==> src/rtl/scan_displayer_p_if.sv <==
// scan_displayer_p_if: display-side bus for the multi-field 7-seg scanner.
// master drives en/values/blink_mask/dp_mask; slave drives select_dig/select_seg/frame_start.
interface scan_displayer_p_if #(
  parameter int N_FIELDS = 3,
  parameter int DIG_W    = 8
);
  logic                    en;
  logic [6*N_FIELDS-1:0]   values;
  logic [N_FIELDS-1:0]     blink_mask;
  logic [2*N_FIELDS-1:0]   dp_mask;
  logic [DIG_W-1:0]        select_dig;
  logic [7:0]              select_seg;
  logic                    frame_start;

  modport master (
    output en, values, blink_mask, dp_mask,
    input  select_dig, select_seg, frame_start
  );

  modport slave (
    input  en, values, blink_mask, dp_mask,
    output select_dig, select_seg, frame_start
  );
endinterface

==> src/rtl/scan_displayer_p.sv <==
// scan_displayer_p: multiplexes N_FIELDS two-digit values onto a 7-seg display.
// Ports: clk_1000hz, rst (sync, active high), bus (slave: en/values/masks in, dig/seg/frame_start out).
module scan_displayer_p #(
  parameter int                  N_FIELDS       = 3,
  parameter int                  DIG_W          = 8,
  parameter int                  DWELL          = 1,
  parameter int                  DEAD_CYCLES    = 0,
  parameter int                  BLINK_HALF     = 500,
  parameter bit                  DIG_ACTIVE_LOW = 1'b1,
  parameter bit                  SEG_ACTIVE_LOW = 1'b0,
  parameter logic [N_FIELDS-1:0] LZB_MASK       = '0
) (
  input logic clk_1000hz,
  input logic rst,
  scan_displayer_p_if.slave bus
);

  localparam int NS   = 2 * N_FIELDS;
  localparam int SW   = (NS > 1) ? $clog2(NS) : 1;
  localparam int FW   = (N_FIELDS > 1) ? $clog2(N_FIELDS) : 1;
  localparam int CMAX = (DWELL > DEAD_CYCLES) ? DWELL : DEAD_CYCLES;
  localparam int CW   = (CMAX > 1) ? $clog2(CMAX) : 1;
  localparam int BW   = (BLINK_HALF > 1) ? $clog2(BLINK_HALF) : 1;
  localparam int DM1  = (DEAD_CYCLES > 0) ? DEAD_CYCLES - 1 : 0;

  localparam logic [SW-1:0]    SLOT_LAST = SW'(NS - 1);
  localparam logic [CW-1:0]    DWELL_END = CW'(DWELL - 1);
  localparam logic [CW-1:0]    DEAD_END  = CW'(DM1);
  localparam logic [BW-1:0]    BLINK_END = BW'(BLINK_HALF - 1);
  localparam logic [DIG_W-1:0] DIG_OFF   = {DIG_W{DIG_ACTIVE_LOW}};
  localparam logic [7:0]       SEG_OFF   = {8{SEG_ACTIVE_LOW}};

  typedef enum logic [1:0] {
    S_IDLE,
    S_ON,
    S_DEAD
  } state_e;

  state_e                state_q, state_d;
  logic [SW-1:0]         slot_q, slot_d, slot_nx;
  logic [CW-1:0]         cnt_q, cnt_d;
  logic [BW-1:0]         bcnt_q, bcnt_d;
  logic                  phase_q, phase_d;
  logic [6*N_FIELDS-1:0] shadow_q, shadow_d;
  logic [DIG_W-1:0]      dig_q, dig_d, dig_raw;
  logic [7:0]            seg_q, seg_d, seg_raw;
  logic                  fs_q, fs_d;

  logic                  frame_d;
  logic [FW-1:0]         fidx;
  logic [5:0]            fval;
  logic                  hi, oor, blank;
  logic [3:0]            digit;
  logic [6:0]            seg7;

  function automatic logic [6:0] seg_of(input logic [3:0] d);
    logic [6:0] s;
    case (d)
      4'd0:    s = 7'h3F;
      4'd1:    s = 7'h06;
      4'd2:    s = 7'h5B;
      4'd3:    s = 7'h4F;
      4'd4:    s = 7'h66;
      4'd5:    s = 7'h6D;
      4'd6:    s = 7'h7D;
      4'd7:    s = 7'h07;
      4'd8:    s = 7'h7F;
      4'd9:    s = 7'h6F;
      default: s = 7'h00;
    endcase
    return s;
  endfunction

  assign slot_nx = (slot_q == SLOT_LAST) ? '0 : slot_q + SW'(1);

  always_comb begin
    state_d = state_q;
    slot_d  = slot_q;
    cnt_d   = cnt_q;
    if (!bus.en) begin
      state_d = S_IDLE;
      slot_d  = '0;
      cnt_d   = '0;
    end else begin
      unique case (state_q)
        S_IDLE: begin
          state_d = S_ON;
          slot_d  = '0;
          cnt_d   = '0;
        end
        S_ON: begin
          if (cnt_q == DWELL_END) begin
            cnt_d = '0;
            if (DEAD_CYCLES > 0) state_d = S_DEAD;
            else                 slot_d  = slot_nx;
          end else begin
            cnt_d = cnt_q + CW'(1);
          end
        end
        S_DEAD: begin
          if (cnt_q == DEAD_END) begin
            cnt_d   = '0;
            state_d = S_ON;
            slot_d  = slot_nx;
          end else begin
            cnt_d = cnt_q + CW'(1);
          end
        end
        default: begin
          state_d = S_IDLE;
          slot_d  = '0;
          cnt_d   = '0;
        end
      endcase
    end
  end

  always_comb begin
    bcnt_d  = bcnt_q + BW'(1);
    phase_d = phase_q;
    if (bcnt_q == BLINK_END) begin
      bcnt_d  = '0;
      phase_d = ~phase_q;
    end
  end

  // Outputs are registered from the next state, so select and segment
  // data move together. Slot 0 of a fresh frame reads values directly,
  // which is exactly what the shadow captures on that same edge.
  always_comb begin
    frame_d  = (state_d == S_ON) && (slot_d == '0) &&
               !((state_q == S_ON) && (slot_q == '0));
    shadow_d = frame_d ? bus.values : shadow_q;

    fidx  = FW'(slot_d >> 1);
    hi    = slot_d[0];
    fval  = shadow_d[6*fidx +: 6];
    oor   = (fval >= 6'd60);
    digit = hi ? 4'(fval / 6'd10) : 4'(fval % 6'd10);
    seg7  = oor ? 7'h40 : seg_of(digit);
    blank = (LZB_MASK[fidx] && hi && !oor && (digit == 4'd0)) ||
            (phase_d && bus.blink_mask[fidx]);

    seg_raw = blank ? 8'h00 : {bus.dp_mask[slot_d], seg7};
    dig_raw = DIG_W'(1) << slot_d;

    dig_d = DIG_OFF;
    seg_d = SEG_OFF;
    fs_d  = 1'b0;
    if (state_d == S_ON) begin
      dig_d = dig_raw ^ DIG_OFF;
      seg_d = seg_raw ^ SEG_OFF;
      fs_d  = frame_d;
    end
  end

  always_ff @(posedge clk_1000hz) begin
    if (rst) begin
      state_q  <= S_IDLE;
      slot_q   <= '0;
      cnt_q    <= '0;
      bcnt_q   <= '0;
      phase_q  <= 1'b0;
      shadow_q <= '0;
      dig_q    <= DIG_OFF;
      seg_q    <= SEG_OFF;
      fs_q     <= 1'b0;
    end else begin
      state_q  <= state_d;
      slot_q   <= slot_d;
      cnt_q    <= cnt_d;
      bcnt_q   <= bcnt_d;
      phase_q  <= phase_d;
      shadow_q <= shadow_d;
      dig_q    <= dig_d;
      seg_q    <= seg_d;
      fs_q     <= fs_d;
    end
  end

  assign bus.select_dig  = dig_q;
  assign bus.select_seg  = seg_q;
  assign bus.frame_start = fs_q;

endmodule

==> src/flat_wrapper.sv <==
// flat-port wrapper written by rule: the top's interface ports become plain ports
module scan_displayer_p_flat 
#(
  parameter int                  N_FIELDS       = 3,
  parameter int                  DIG_W          = 8,
  parameter int                  DWELL          = 1,
  parameter int                  DEAD_CYCLES    = 0,
  parameter int                  BLINK_HALF     = 500,
  parameter bit                  DIG_ACTIVE_LOW = 1'b1,
  parameter bit                  SEG_ACTIVE_LOW = 1'b0,
  parameter logic [N_FIELDS-1:0] LZB_MASK       = '0
)
  (clk_1000hz, rst, bus_en, bus_values, bus_blink_mask, bus_dp_mask, bus_select_dig, bus_select_seg, bus_frame_start);
  scan_displayer_p_if #(.N_FIELDS(N_FIELDS), .DIG_W(DIG_W)) bus_i ();
  input logic clk_1000hz;
  input logic rst;
  input wire logic [$bits(bus_i.en)-1:0] bus_en;
  input wire logic [$bits(bus_i.values)-1:0] bus_values;
  input wire logic [$bits(bus_i.blink_mask)-1:0] bus_blink_mask;
  input wire logic [$bits(bus_i.dp_mask)-1:0] bus_dp_mask;
  output wire logic [$bits(bus_i.select_dig)-1:0] bus_select_dig;
  output wire logic [$bits(bus_i.select_seg)-1:0] bus_select_seg;
  output wire logic [$bits(bus_i.frame_start)-1:0] bus_frame_start;
  assign bus_i.en = bus_en;
  assign bus_i.values = bus_values;
  assign bus_i.blink_mask = bus_blink_mask;
  assign bus_i.dp_mask = bus_dp_mask;
  assign bus_select_dig = bus_i.select_dig;
  assign bus_select_seg = bus_i.select_seg;
  assign bus_frame_start = bus_i.frame_start;
  scan_displayer_p #(.N_FIELDS(N_FIELDS), .DIG_W(DIG_W), .DWELL(DWELL), .DEAD_CYCLES(DEAD_CYCLES), .BLINK_HALF(BLINK_HALF), .DIG_ACTIVE_LOW(DIG_ACTIVE_LOW), .SEG_ACTIVE_LOW(SEG_ACTIVE_LOW), .LZB_MASK(LZB_MASK)) u_core (.clk_1000hz(clk_1000hz), .rst(rst), .bus(bus_i));
endmodule
==> config.mk <==
export PLATFORM = sky130hd
export DESIGN_NAME = scan_displayer_p_flat
export DESIGN_NICKNAME = d
export VERILOG_FILES = /design/src/rtl/scan_displayer_p_if.sv /design/src/rtl/scan_displayer_p.sv /design/src/flat_wrapper.sv
export SDC_FILE = /design/constraint.sdc
export NUM_CORES = 1
export LEC_CHECK = 0
export BUFFER_PORTS_ARGS = -buffer_cell sky130_fd_sc_hd__buf_2
export CAP_MARGIN = 20
export CORE_MARGIN = 2
export CORE_UTILIZATION = 35
export CTS_CLUSTER_SIZE = 12
export DETAILED_ROUTE_END_ITERATION = 8
export PLACE_DENSITY = 0.61
export SYNTH_ARGS = -nofsm -noshare
export SYNTH_HDL_FRONTEND = slang
export SYNTH_SLANG_ARGS = --single-unit
==> constraint.sdc <==
create_clock -name clk_1000hz -period 5.57 [get_ports clk_1000hz]
set_input_delay 1.114 -clock clk_1000hz [delete_from_list [all_inputs] [get_ports clk_1000hz]]
set_output_delay 1.114 -clock clk_1000hz [all_outputs]
set_load 0.03 [all_outputs]
==> metrics <==
outcome complete, no violations; Ports 47; Initial Util between 30% and 40%; top post-synthesis cells by area dfxtp_1 (37%), nand2_1 (7.5%), ha_1 (6.7%); post-synthesis average cell area approximately 8.3 µm²; Critical Path Start Type input port; Clock Skews roughly 0.013 ns; fin area 3222 µm²; Arrival @ worst endpoint approximately 5.3 ns; CTS tree built; Multi-input gate area 1664 µm²; share of layout cells above drive strength 1 18.68%; largest net degree at the start of global routing 25; clk buf depth 2; final period utilization 90.74%; root buf cell clkbuf_8; first-pass GRT wire length about 11,000 µm; PostCTS Resize Cnt 0; die width 93.33 µm; minimum clock period after layout 5.054 ns; sw frac 32.11%; Via density a little over 5; Setup Buffers After CTS 0; post-route setup TNS 0 ns; kind of critical path input port to flip-flop; Routed Antenna Nets 0; antenna violations before repair 0; later-pin clock latency in the skew report 0.31 ns; H-tree Lvls 2; RSZ-0062 raised after global routing no; first-pass detailed-route iteration total 4; Worst-Margin Slew between 0.6 and 0.7 ns; Final Hold Vio Count 0; Ys Warns 0; Crit path required time 5.76 ns; Switching Power 294.3 µW; register area share after synthesis between 30 and 40%; final WL 6584 µm; FP Rows 32; Num CTS Buffers 5; clk sinks ~50; cts hold-fix bufs 0; slew margin rel. 58.74%; DRC viols 0; post-synth cell types 65; Commonest cells post-synth nand2_1 (56), dfxtp_1 (51), nor2_1 (35); Crit. End Element flip-flop; total track usage between 10% and 20%; via count ~2.5k; cell with the most instances after synthesis nand2_1; Yosys top cell area share between 30% and 40%; power per cell area about 280 nW/µm²; final setup fails 0; port bufs 46; Fmax 0.1979 GHz; Synthesized Nets 382; core area slightly below 8000 µm²; HPWL after DPL 4996 µm; EDFF count, synth 0; FFs w/ async S/R, synth 0%; # Max-Cap Violations 0; vias in the first global route 2,390; Internal Power 622.2 µW; gr ovfl total 0; DIE HEIGHT roughly 93 µm; register share of total power between 40% and 50%; Register Area about 1000 µm²; # nets final 424; Max VDD drop roughly 0.12 mV; top_reg_cell synth dfxtp_1; RePlAce Congestion 0.8943; ANT cells 0; # fillers 809; leak pwr 0.001350 µW; Max FO, Critical Path 8; Max Slew Vio Count 0; Comb pwr share 28.1%; area growth from synthesis to layout 15.37%; wire per inst between 10 and 15 µm; power share of the clock group roughly 29%; placed cell areas approximately 3100 µm²; Hold Crit Class flip-flop to flip-flop; Post-Syn Area 2793 µm²; Die ar. between 8000 and 9000 µm²; cell taking the most area after synthesis dfxtp_1; Syn Inst Count 337; Final Util 41.69%; Iter 0 DRT Violations around 150; clk slew on worst S/H paths 0.10 ns; register bit count reported by yosys 51
-- per-stage QoR --
step | power [µW] | hold slack (ns) | cells | setup WS, ns
after CTS | 927.4 | 0.4503 | 482 | 0.5298
after floorplan | 606.1 | 0.4130 | 337 | 0.8763
after global placement | 655.5 | 0.4262 | 474 | 0.4259
after detailed placement | 659.3 | 0.4330 | 474 | 0.2117
final | 916.5 | 0.4468 | 482 | 0.5159
after global routing | 974.8 | 0.4718 | 482 | 0.04405
-- registers in the layout (all words and copies together) (netlist names), 2 cells and up --
name / count
u_core.bus.select_dig: 8
u_core.shadow_q: 18
u_core.bus.select_seg: 8
u_core.state_q: 2
u_core.slot_q: 3
u_core.bcnt_q: 9
-- layer usage --
layer	wire, µm	GRT usage [%]	share of wire, %
met5	0	0	0
met4	168	6.618	2.6
met3	247	2.579	3.8
met2	3188	27.34	48
met1	2979	19.07	45
-- final cells by class --
class                      instances  share of cell area [%]
sequential                        51                   31.69
timing repair buffer              50                   8.078
clock buffer                       5                   2.136
clock inverter                     3                   1.437
inverter                           9                   1.049
tap                              102                   3.961
multi-input combinational        262                   51.65
-- kinds of logic (layout without fill, tap and decap cells) --
group / after synthesis / count (layout) / synth area share (%)
simple gates: 148 / 148 / 25.85
fa+ha+maj: 15 / 15 / 6.720
other cells: 1 / 1 / 0.1343
compound gates: 77 / 77 / 19.58
buf+inv: 24 / 67 / 3.853
flops: 51 / 51 / 36.56
xor+xnor: 10 / 10 / 3.136
mux: 11 / 11 / 4.167
-- critical path: stages --
cell	delay, ns
buf_2	0.12
nand2_1	0.22
a2bb2oi_1	0.25
nand4_1	0.15
o221ai_1	0.45
inv_1	0.15
ha_1	0.34
a22o_1	0.27
o32ai_4	0.45
mux2i_1	0.40
a211o_1	0.19
nand2_1	0.10
nor2_1	0.26
clkinv_1	0.19
nor4b_2	0.20
a2111oi_1	0.41
-- cells in the final DEF, fill, tap and decap left out, types with 5 or more instances in the layout --
master / count
a21o_1: 5
mux2i_1: 6
nor3_1: 6
inv_1: 8
and3_1: 7
a211o_1: 5
buf_2: 46
dfxtp_1: 51
ha_1: 15
clkbuf_8: 5
a21oi_1: 28
nand2_1: 56
xnor2_1: 7
nor2_1: 35
nand3_1: 14
nand2b_1: 5
-- final timing paths --
kind / from / to / slack (ns) / cells after the start
min: u_core.bcnt_q[0]$_SDFF_PP0_ / u_core.bcnt_q[0]$_SDFF_PP0_ / 0.45 / 1
min reg2reg: u_core.bcnt_q[0]$_SDFF_PP0_ / u_core.bcnt_q[0]$_SDFF_PP0_ / 0.45 / 1
max reg2reg: u_core.state_q[1]$_SDFF_PP0_ / u_core.bus.select_seg[0]$_SDFF_PP0_ / 0.55 / 17
max: bus_en / u_core.bus.select_seg[0]$_SDFF_PP0_ / 0.52 / 16
-- power groups by stage --
stage / Combinational, µW / Sequential [µW] / Clock, µW
finish: 258 / 395 / 264
global route: 290 / 397 / 287
CTS: 258 / 395 / 274
detailed placement: 256 / 404 / 0
global placement: 252 / 403 / 0
floorplan: 185 / 421 / 0
(Power assumes the default switching activity.)
